===== src/rtl/pattern_detect_ctrl_if.sv =====
// ==== pattern_detect_if : host/stream <-> pattern_detect_ctrl bundle (rev 1.0) ====
`default_nettype none

interface pattern_detect_if #(
  parameter int PAT_W = 8,
  parameter int CNT_W = 8,
  parameter int TMO_W = 16
);
  localparam int LEN_W = $clog2(PAT_W) + 1;

  logic [PAT_W-1:0] cfg_pattern;
  logic [LEN_W-1:0] cfg_len;
  logic [CNT_W-1:0] cfg_target;
  logic [TMO_W-1:0] cfg_timeout;
  logic             start;
  logic             abort;
  logic             bit_valid;
  logic             bit_in;
  logic             busy;
  logic             hit;
  logic [CNT_W-1:0] match_count;
  logic             done;
  logic             timed_out;

  modport master (
    output cfg_pattern, cfg_len, cfg_target, cfg_timeout, start, abort, bit_valid, bit_in,
    input  busy, hit, match_count, done, timed_out
  );

  modport slave (
    input  cfg_pattern, cfg_len, cfg_target, cfg_timeout, start, abort, bit_valid, bit_in,
    output busy, hit, match_count, done, timed_out
  );
endinterface

`default_nettype wire


===== src/rtl/pattern_detect_ctrl.sv =====
// ==== pattern_detect_ctrl : programmable serial pattern-match run controller (rev 1.0) ====
`default_nettype none

module pattern_detect_ctrl #(
  parameter int PAT_W = 8,
  parameter int CNT_W = 8,
  parameter int TMO_W = 16
) (
  input  wire logic         clk,
  input  wire logic         rst_n,
  pattern_detect_if.slave   bus
);

  localparam int LEN_W = $clog2(PAT_W) + 1;
  localparam logic [LEN_W-1:0] C_PAT_LEN = LEN_W'(PAT_W);

  typedef enum logic [1:0] {
    S_IDLE = 2'd0,
    S_RUN  = 2'd1,
    S_DONE = 2'd2,
    S_TMO  = 2'd3
  } state_t;

  state_t           r_state;
  state_t           w_state_next;

  logic [PAT_W-1:0] r_pattern;
  logic [LEN_W-1:0] r_len;
  logic [CNT_W-1:0] r_target;
  logic [TMO_W-1:0] r_timeout;
  logic [PAT_W-1:0] r_history;
  logic [LEN_W-1:0] r_fill;
  logic [TMO_W-1:0] r_timer;
  logic [CNT_W-1:0] r_count;
  logic             r_hit;
  logic             r_done;
  logic             r_timed_out;

  logic [PAT_W-1:0] w_history_next;
  logic [LEN_W-1:0] w_fill_next;
  logic [PAT_W-1:0] w_mask;
  logic [LEN_W-1:0] w_len_clamped;
  logic [CNT_W-1:0] w_count_inc;
  logic             w_bit_take;
  logic             w_match;
  logic             w_complete;
  logic             w_timeout_hit;
  logic             w_accept;
  logic             w_hit_set;
  logic             w_done_set;
  logic             w_tmo_set;

  assign w_bit_take     = (r_state == S_RUN) && bus.bit_valid;
  assign w_history_next = {r_history[PAT_W-2:0], bus.bit_in};
  assign w_fill_next    = (r_fill == C_PAT_LEN) ? r_fill : r_fill + 1'b1;
  assign w_len_clamped  = (bus.cfg_len > C_PAT_LEN) ? C_PAT_LEN : bus.cfg_len;
  assign w_count_inc    = (&r_count) ? r_count : r_count + 1'b1;

  // Only the low r_len bits of history and pattern take part in the compare.
  always_comb begin
    w_mask = '0;
    for (int i = 0; i < PAT_W; i++) begin
      w_mask[i] = (LEN_W'(i) < r_len);
    end
  end

  assign w_match       = w_bit_take && (w_fill_next >= r_len) &&
                         ((w_history_next & w_mask) == (r_pattern & w_mask));
  assign w_complete    = w_match && (r_target != '0) && (w_count_inc == r_target);
  assign w_timeout_hit = (r_timeout != '0) && (r_timer == r_timeout - 1'b1);

  always_ff @(posedge clk or negedge rst_n) begin
    if (!rst_n) begin
      r_state <= S_IDLE;
    end else begin
      r_state <= w_state_next;
    end
  end

  // Priority in RUN: abort, then completion, then timeout.
  always_comb begin
    w_state_next = r_state;
    w_accept     = 1'b0;
    w_hit_set    = 1'b0;
    w_done_set   = 1'b0;
    w_tmo_set    = 1'b0;
    case (r_state)
      S_RUN: begin
        if (bus.abort) begin
          w_state_next = S_IDLE;
        end else begin
          w_hit_set = w_match;
          if (w_complete) begin
            w_state_next = S_DONE;
            w_done_set   = 1'b1;
          end else if (w_timeout_hit) begin
            w_state_next = S_TMO;
            w_tmo_set    = 1'b1;
          end
        end
      end
      default: begin
        if (bus.start && (bus.cfg_len != '0)) begin
          w_accept     = 1'b1;
          w_state_next = S_RUN;
        end
      end
    endcase
  end

  always_ff @(posedge clk or negedge rst_n) begin
    if (!rst_n) begin
      r_pattern   <= '0;
      r_len       <= '0;
      r_target    <= '0;
      r_timeout   <= '0;
      r_history   <= '0;
      r_fill      <= '0;
      r_timer     <= '0;
      r_count     <= '0;
      r_hit       <= 1'b0;
      r_done      <= 1'b0;
      r_timed_out <= 1'b0;
    end else begin
      r_hit  <= w_hit_set;
      r_done <= w_done_set;
      if (w_accept) begin
        r_pattern   <= bus.cfg_pattern;
        r_len       <= w_len_clamped;
        r_target    <= bus.cfg_target;
        r_timeout   <= bus.cfg_timeout;
        r_history   <= '0;
        r_fill      <= '0;
        r_timer     <= '0;
        r_count     <= '0;
        r_timed_out <= 1'b0;
      end else if (r_state == S_RUN) begin
        r_timer <= r_timer + 1'b1;
        if (w_bit_take) begin
          r_history <= w_history_next;
          r_fill    <= w_fill_next;
        end
        if (w_hit_set) begin
          r_count <= w_count_inc;
        end
        if (w_tmo_set) begin
          r_timed_out <= 1'b1;
        end
      end
    end
  end

  assign bus.busy        = (r_state == S_RUN);
  assign bus.hit         = r_hit;
  assign bus.done        = r_done;
  assign bus.match_count = r_count;
  assign bus.timed_out   = r_timed_out;

endmodule

`default_nettype wire


===== src/flat_wrapper.sv =====
// flat-port wrapper written by rule: the top's interface ports become plain ports
module pattern_detect_ctrl_flat 
#(
  parameter int PAT_W = 8,
  parameter int CNT_W = 8,
  parameter int TMO_W = 16
)
  (clk, rst_n, bus_cfg_pattern, bus_cfg_len, bus_cfg_target, bus_cfg_timeout, bus_start, bus_abort, bus_bit_valid, bus_bit_in, bus_busy, bus_hit, bus_match_count, bus_done, bus_timed_out);
  pattern_detect_if #(.PAT_W(PAT_W), .CNT_W(CNT_W), .TMO_W(TMO_W)) bus_i ();
  input  wire logic clk;
  input  wire logic rst_n;
  input wire logic [$bits(bus_i.cfg_pattern)-1:0] bus_cfg_pattern;
  input wire logic [$bits(bus_i.cfg_len)-1:0] bus_cfg_len;
  input wire logic [$bits(bus_i.cfg_target)-1:0] bus_cfg_target;
  input wire logic [$bits(bus_i.cfg_timeout)-1:0] bus_cfg_timeout;
  input wire logic [$bits(bus_i.start)-1:0] bus_start;
  input wire logic [$bits(bus_i.abort)-1:0] bus_abort;
  input wire logic [$bits(bus_i.bit_valid)-1:0] bus_bit_valid;
  input wire logic [$bits(bus_i.bit_in)-1:0] bus_bit_in;
  output wire logic [$bits(bus_i.busy)-1:0] bus_busy;
  output wire logic [$bits(bus_i.hit)-1:0] bus_hit;
  output wire logic [$bits(bus_i.match_count)-1:0] bus_match_count;
  output wire logic [$bits(bus_i.done)-1:0] bus_done;
  output wire logic [$bits(bus_i.timed_out)-1:0] bus_timed_out;
  assign bus_i.cfg_pattern = bus_cfg_pattern;
  assign bus_i.cfg_len = bus_cfg_len;
  assign bus_i.cfg_target = bus_cfg_target;
  assign bus_i.cfg_timeout = bus_cfg_timeout;
  assign bus_i.start = bus_start;
  assign bus_i.abort = bus_abort;
  assign bus_i.bit_valid = bus_bit_valid;
  assign bus_i.bit_in = bus_bit_in;
  assign bus_busy = bus_i.busy;
  assign bus_hit = bus_i.hit;
  assign bus_match_count = bus_i.match_count;
  assign bus_done = bus_i.done;
  assign bus_timed_out = bus_i.timed_out;
  pattern_detect_ctrl #(.PAT_W(PAT_W), .CNT_W(CNT_W), .TMO_W(TMO_W)) u_core (.clk(clk), .rst_n(rst_n), .bus(bus_i));
endmodule

===== config.mk =====
export PLATFORM = sky130hd
export DESIGN_NAME = pattern_detect_ctrl_flat
export DESIGN_NICKNAME = d
export VERILOG_FILES = /design/src/rtl/pattern_detect_ctrl_if.sv /design/src/rtl/pattern_detect_ctrl.sv /design/src/flat_wrapper.sv
export SDC_FILE = /design/constraint.sdc
export NUM_CORES = 1
export LEC_CHECK = 0
export BUFFER_PORTS_ARGS = -buffer_cell sky130_fd_sc_hd__buf_4
export CAP_MARGIN = 20
export CORE_MARGIN = 3
export CORE_UTILIZATION = 53
export CTS_CLUSTER_DIAMETER = 40
export DETAILED_ROUTE_END_ITERATION = 6
export PLACE_DENSITY = 0.84
export SLEW_MARGIN = 5
export SYNTH_ARGS = -nofsm -noshare
export SYNTH_HDL_FRONTEND = slang
export SYNTH_SLANG_ARGS = --single-unit

===== constraint.sdc =====
create_clock -name clk -period 2.5 [get_ports clk]
set_input_delay 0.25 -clock clk [delete_from_list [all_inputs] [get_ports clk]]
set_output_delay 0.25 -clock clk [all_outputs]
set_load 0.01 [all_outputs]

==> results by group <==
Run status
  – Run status: complete, but fails checks
  – Failing checks: negative setup slack

Job
  – Max-cap violations: 0

Die
  – Starting Density: 54.9%
  – Die Y: 95.9 um
  – Die width: 95.9 um
  – Die area: 9200 um^2
  – Total core area: 7810 um^2
  – I/O pin count: 54
  – FP Rows: 32

Global route
  – First-pass GRT wire length: 19.0 mm
  – Vias in the first global route: 3,964
  – GR Overflow Total: 0
  – Initial antenna violation count: 0
  – GRT Util Overall: 26.7%
  – Largest net degree at the start of global routing: 77

CTS
  – Worst-skew pair later-pin latency: 350 ps
  – Clk slew on worst S/H paths: 80 ps
  – H-tree depth: 3
  – Total CTS buffers: 9
  – CTS Sinks: 76
  – Clock root buffer: clkbuf_8
  – CTS tree: built
  – Longest Clk Path Bufs: 2

STA
  – Worst-Margin Slew: 967 ps
  – Top achievable clock speed: 383 MHz
  – Worst hold margin: 12.0 ps
  – Setup_tns: -175 ps
  – Final hold vios: 0
  – Max_slew headroom: 35.5%
  – RSZ-0062 raised after global routing: yes
  – Final Cycle Share: 104%
  – Final worst slack: -110 ps
  – Clock Skew: 11.5 ps
  – Final Critical Period: 2610 ps
  – Final Max Slew Viols: 0
  – Final setup vio count: 3

Pwr
  – Power Dens Cells: 771 nW/um^2
  – Worst ir drop on vdd: 0.564 mV
  – LEAKAGE: 2.58 nW

Synthesis
  – YS warnings: 0
  – Syn avg cell area: 8.64 um^2
  – EDFF count, synth: 0
  – Count of different cell masters after synthesis: 61
  – Synthesized area: 4290 um^2
  – #FFs+latches synth: 76
  – Sequential element share of the synthesized area: 44.4%
  – Mapped Nets: 547
  – Most common flop cell mapped by yosys: dfrtp_1
  – Mapped Cells: 496
  – Async S/R FF share, synth: 100%

Setup path
  – Critical Path, Cell by Cell: or4_4, buf_6, o41a_1, a311oi_2, a21oi_1, o32a_2, nor4_4, a22o_1
  – Maximum fanout along the worst path: 2
  – Reg2reg end: u_core.bus.timed_out$_DFFE_PN0P_
  – Startpoint Class: flip-flop
  – Worst r2r src: u_core.r_timeout[9]$_DFFE_PN0P_
  – Reg2Reg Setup Slack: -110 ps
  – Slowest stage cell on the critical path: or4_4
  – Setup crit end kind: flip-flop
  – Setup CP Type: flip-flop to flip-flop
  – FF-to-FF path depth: 8
  – Required @ worst endpoint: 2790 ps
  – Critical path's top delay family: compound AO/OA/AOI/OAI gates
  – Buf/Inv on CP: 1
  – Worst Path Arrival: 2900 ps
  – Max incr delay on CP: 570 ps

Cells and area
  – Fraction of layout cells with a size suffix above 1: 26.3%
  – Commonest non-fill, non-tap cells in the layout: 125 x nand2_1, 97 x buf_4, 76 x dfrtp_1
  – Most common cell after layout, fill and taps aside: nand2_1
  – Final #Nets: 633
  – Area Overhead vs Synth: 27.5%
  – Number of antenna diodes: 0

Placed design
  – Buffers on Ports: 53
  – GP Congestion: 0.929
  – HPWL after detailed placement: 7.98 mm
  – Post-place setup slack: -210 ps

Drt
  – Number of DRC markers in iteration 0: 340
  – Vias per Instance: 5.93
  – Antenna viol nets, final: 0
  – Via count: 4,083
  – DRC: 0
  – Drt total wl: 12.0 mm
  – DRT Pass-1 Iters: 5
  – Routed WL per cell: 17.4 um

Hold path
  – Worst hold-check path type: input port to async pin
==> logic make-up (layout without fill, tap and decap cells) <==
logic type	after synthesis	count (layout)	synth area share, %
flip-flops	76	76	44.4
adder cells (fa/ha/maj)	9	9	2.63
buffers and inverters	37	127	3.56
AND/OR/NAND/NOR	237	237	26.2
multiplexers	7	7	1.63
AO/OA/AOI/OAI	90	90	13.4
XOR/XNOR	40	40	8.17
==> worst max-delay path by stage <==
stage | start | end | cells after the start
2_1_floorplan | u_core.r_timeout[9]$_DFFE_PN0P_ | u_core.bus.timed_out$_DFFE_PN0P_ | 7
3_3_place_gp | u_core.r_fill[0]$_DFFE_PN0P_ | u_core.bus.match_count[2]$_DFFE_PN0P_ | 14
3_5_place_dp | u_core.r_len[1]$_DFFE_PN0P_ | u_core.bus.match_count[2]$_DFFE_PN0P_ | 8
4_1_cts | u_core.r_timeout[10]$_DFFE_PN0P_ | u_core.bus.timed_out$_DFFE_PN0P_ | 7
5_1_grt | u_core.r_timeout[9]$_DFFE_PN0P_ | u_core.bus.timed_out$_DFFE_PN0P_ | 8
6_report | u_core.r_timeout[9]$_DFFE_PN0P_ | u_core.bus.timed_out$_DFFE_PN0P_ | 8
==> cell type report <==
class / count / area, um^2
inverter: 12 / 45.0
multi-input combinational: 383 / 2460
clock inverter: 2 / 10.0
timing repair buffer: 100 / 762
fill: 592 / 2340
tap: 102 / 128
sequential: 76 / 1900
clock buffer: 13 / 159
==> synth_stat cells (all sizes together) (2+ instances only) <==
cell type  count  area (um^2)
a31oi          2         12.5
and4b          2         20.0
clkbuf        20         75.1
nor4           6         43.8
or3            4         30.0
a21oi         31          155
or4            5         41.3
and3           6         37.5
buf            5         32.5
inv           12         45.0
nand2        128          480
nand3b         4         30.0
and2           2         12.5
nand3         32          160
mux2i          7         70.1
o31ai          2         15.0
xnor2         28          245
a21o           3         22.5
and4           3         26.3
nor2          20         75.1
o211ai         4         30.0
xor2          12          105
dfrtp         76         1900
o21a           2         15.0
o21ai         22          110
ha             9          113
nand4          4         25.0
nand2b         5         31.3
nor3          10         61.3
a2bb2oi        2         17.5
a311oi         6         52.6
==> stage by stage <==
stage / util [%] / power (W) / area [um^2] / instances
floorplan: - / 0.00255 / 4290 / 496
global placement: 64.4 / 0.00300 / 5030 / 668
detailed placement: 64.4 / 0.00308 / 5030 / 668
CTS: 68.5 / 0.00407 / 5350 / 687
global route: 70.0 / 0.00445 / 5470 / 688
finish: 70.0 / 0.00421 / 5470 / 688
==> flip-flops by register name (all words and copies together) (netlist names) <==
signal	count
u_core.bus.done	1
u_core.bus.hit	1
u_core.bus.match_count	8
u_core.bus.timed_out	1
u_core.r_fill	4
u_core.r_history	7
u_core.r_len	4
u_core.r_pattern	8
u_core.r_state	2
u_core.r_target	8
u_core.r_timeout	16
u_core.r_timer	16
==> timing repair <==
action | CTS | global route
buffers inserted | 5 | 1
hold buffers | 0 | 0
endpoints found under the setup margin | 11 | 12
pin swaps | 18 | 19
cloned | 1 | 0
gates resized for setup | 23 | 25
==> layer usage <==
metal / vias to the layer above / GRT usage (%) / wire [um]
met3: 41 / 5.16 / 673
met2: 173 / 43.4 / 6040
li1: 1895 / - / -
met4: 0 / 10.9 / 328
met5: - / 0 / 0
met1: 1974 / 34.9 / 4950
==> power breakdown <==
group          leakage, nW  switching [W]  total (W)  internal [W]
logic                 1.49       0.000916    0.00170      0.000781
clock network       0.0893       0.000441   0.000848      0.000407
registers            0.994       0.000222    0.00167       0.00145
total                 2.58        0.00158    0.00421       0.00263
Power figures use the tool's default switching activity.
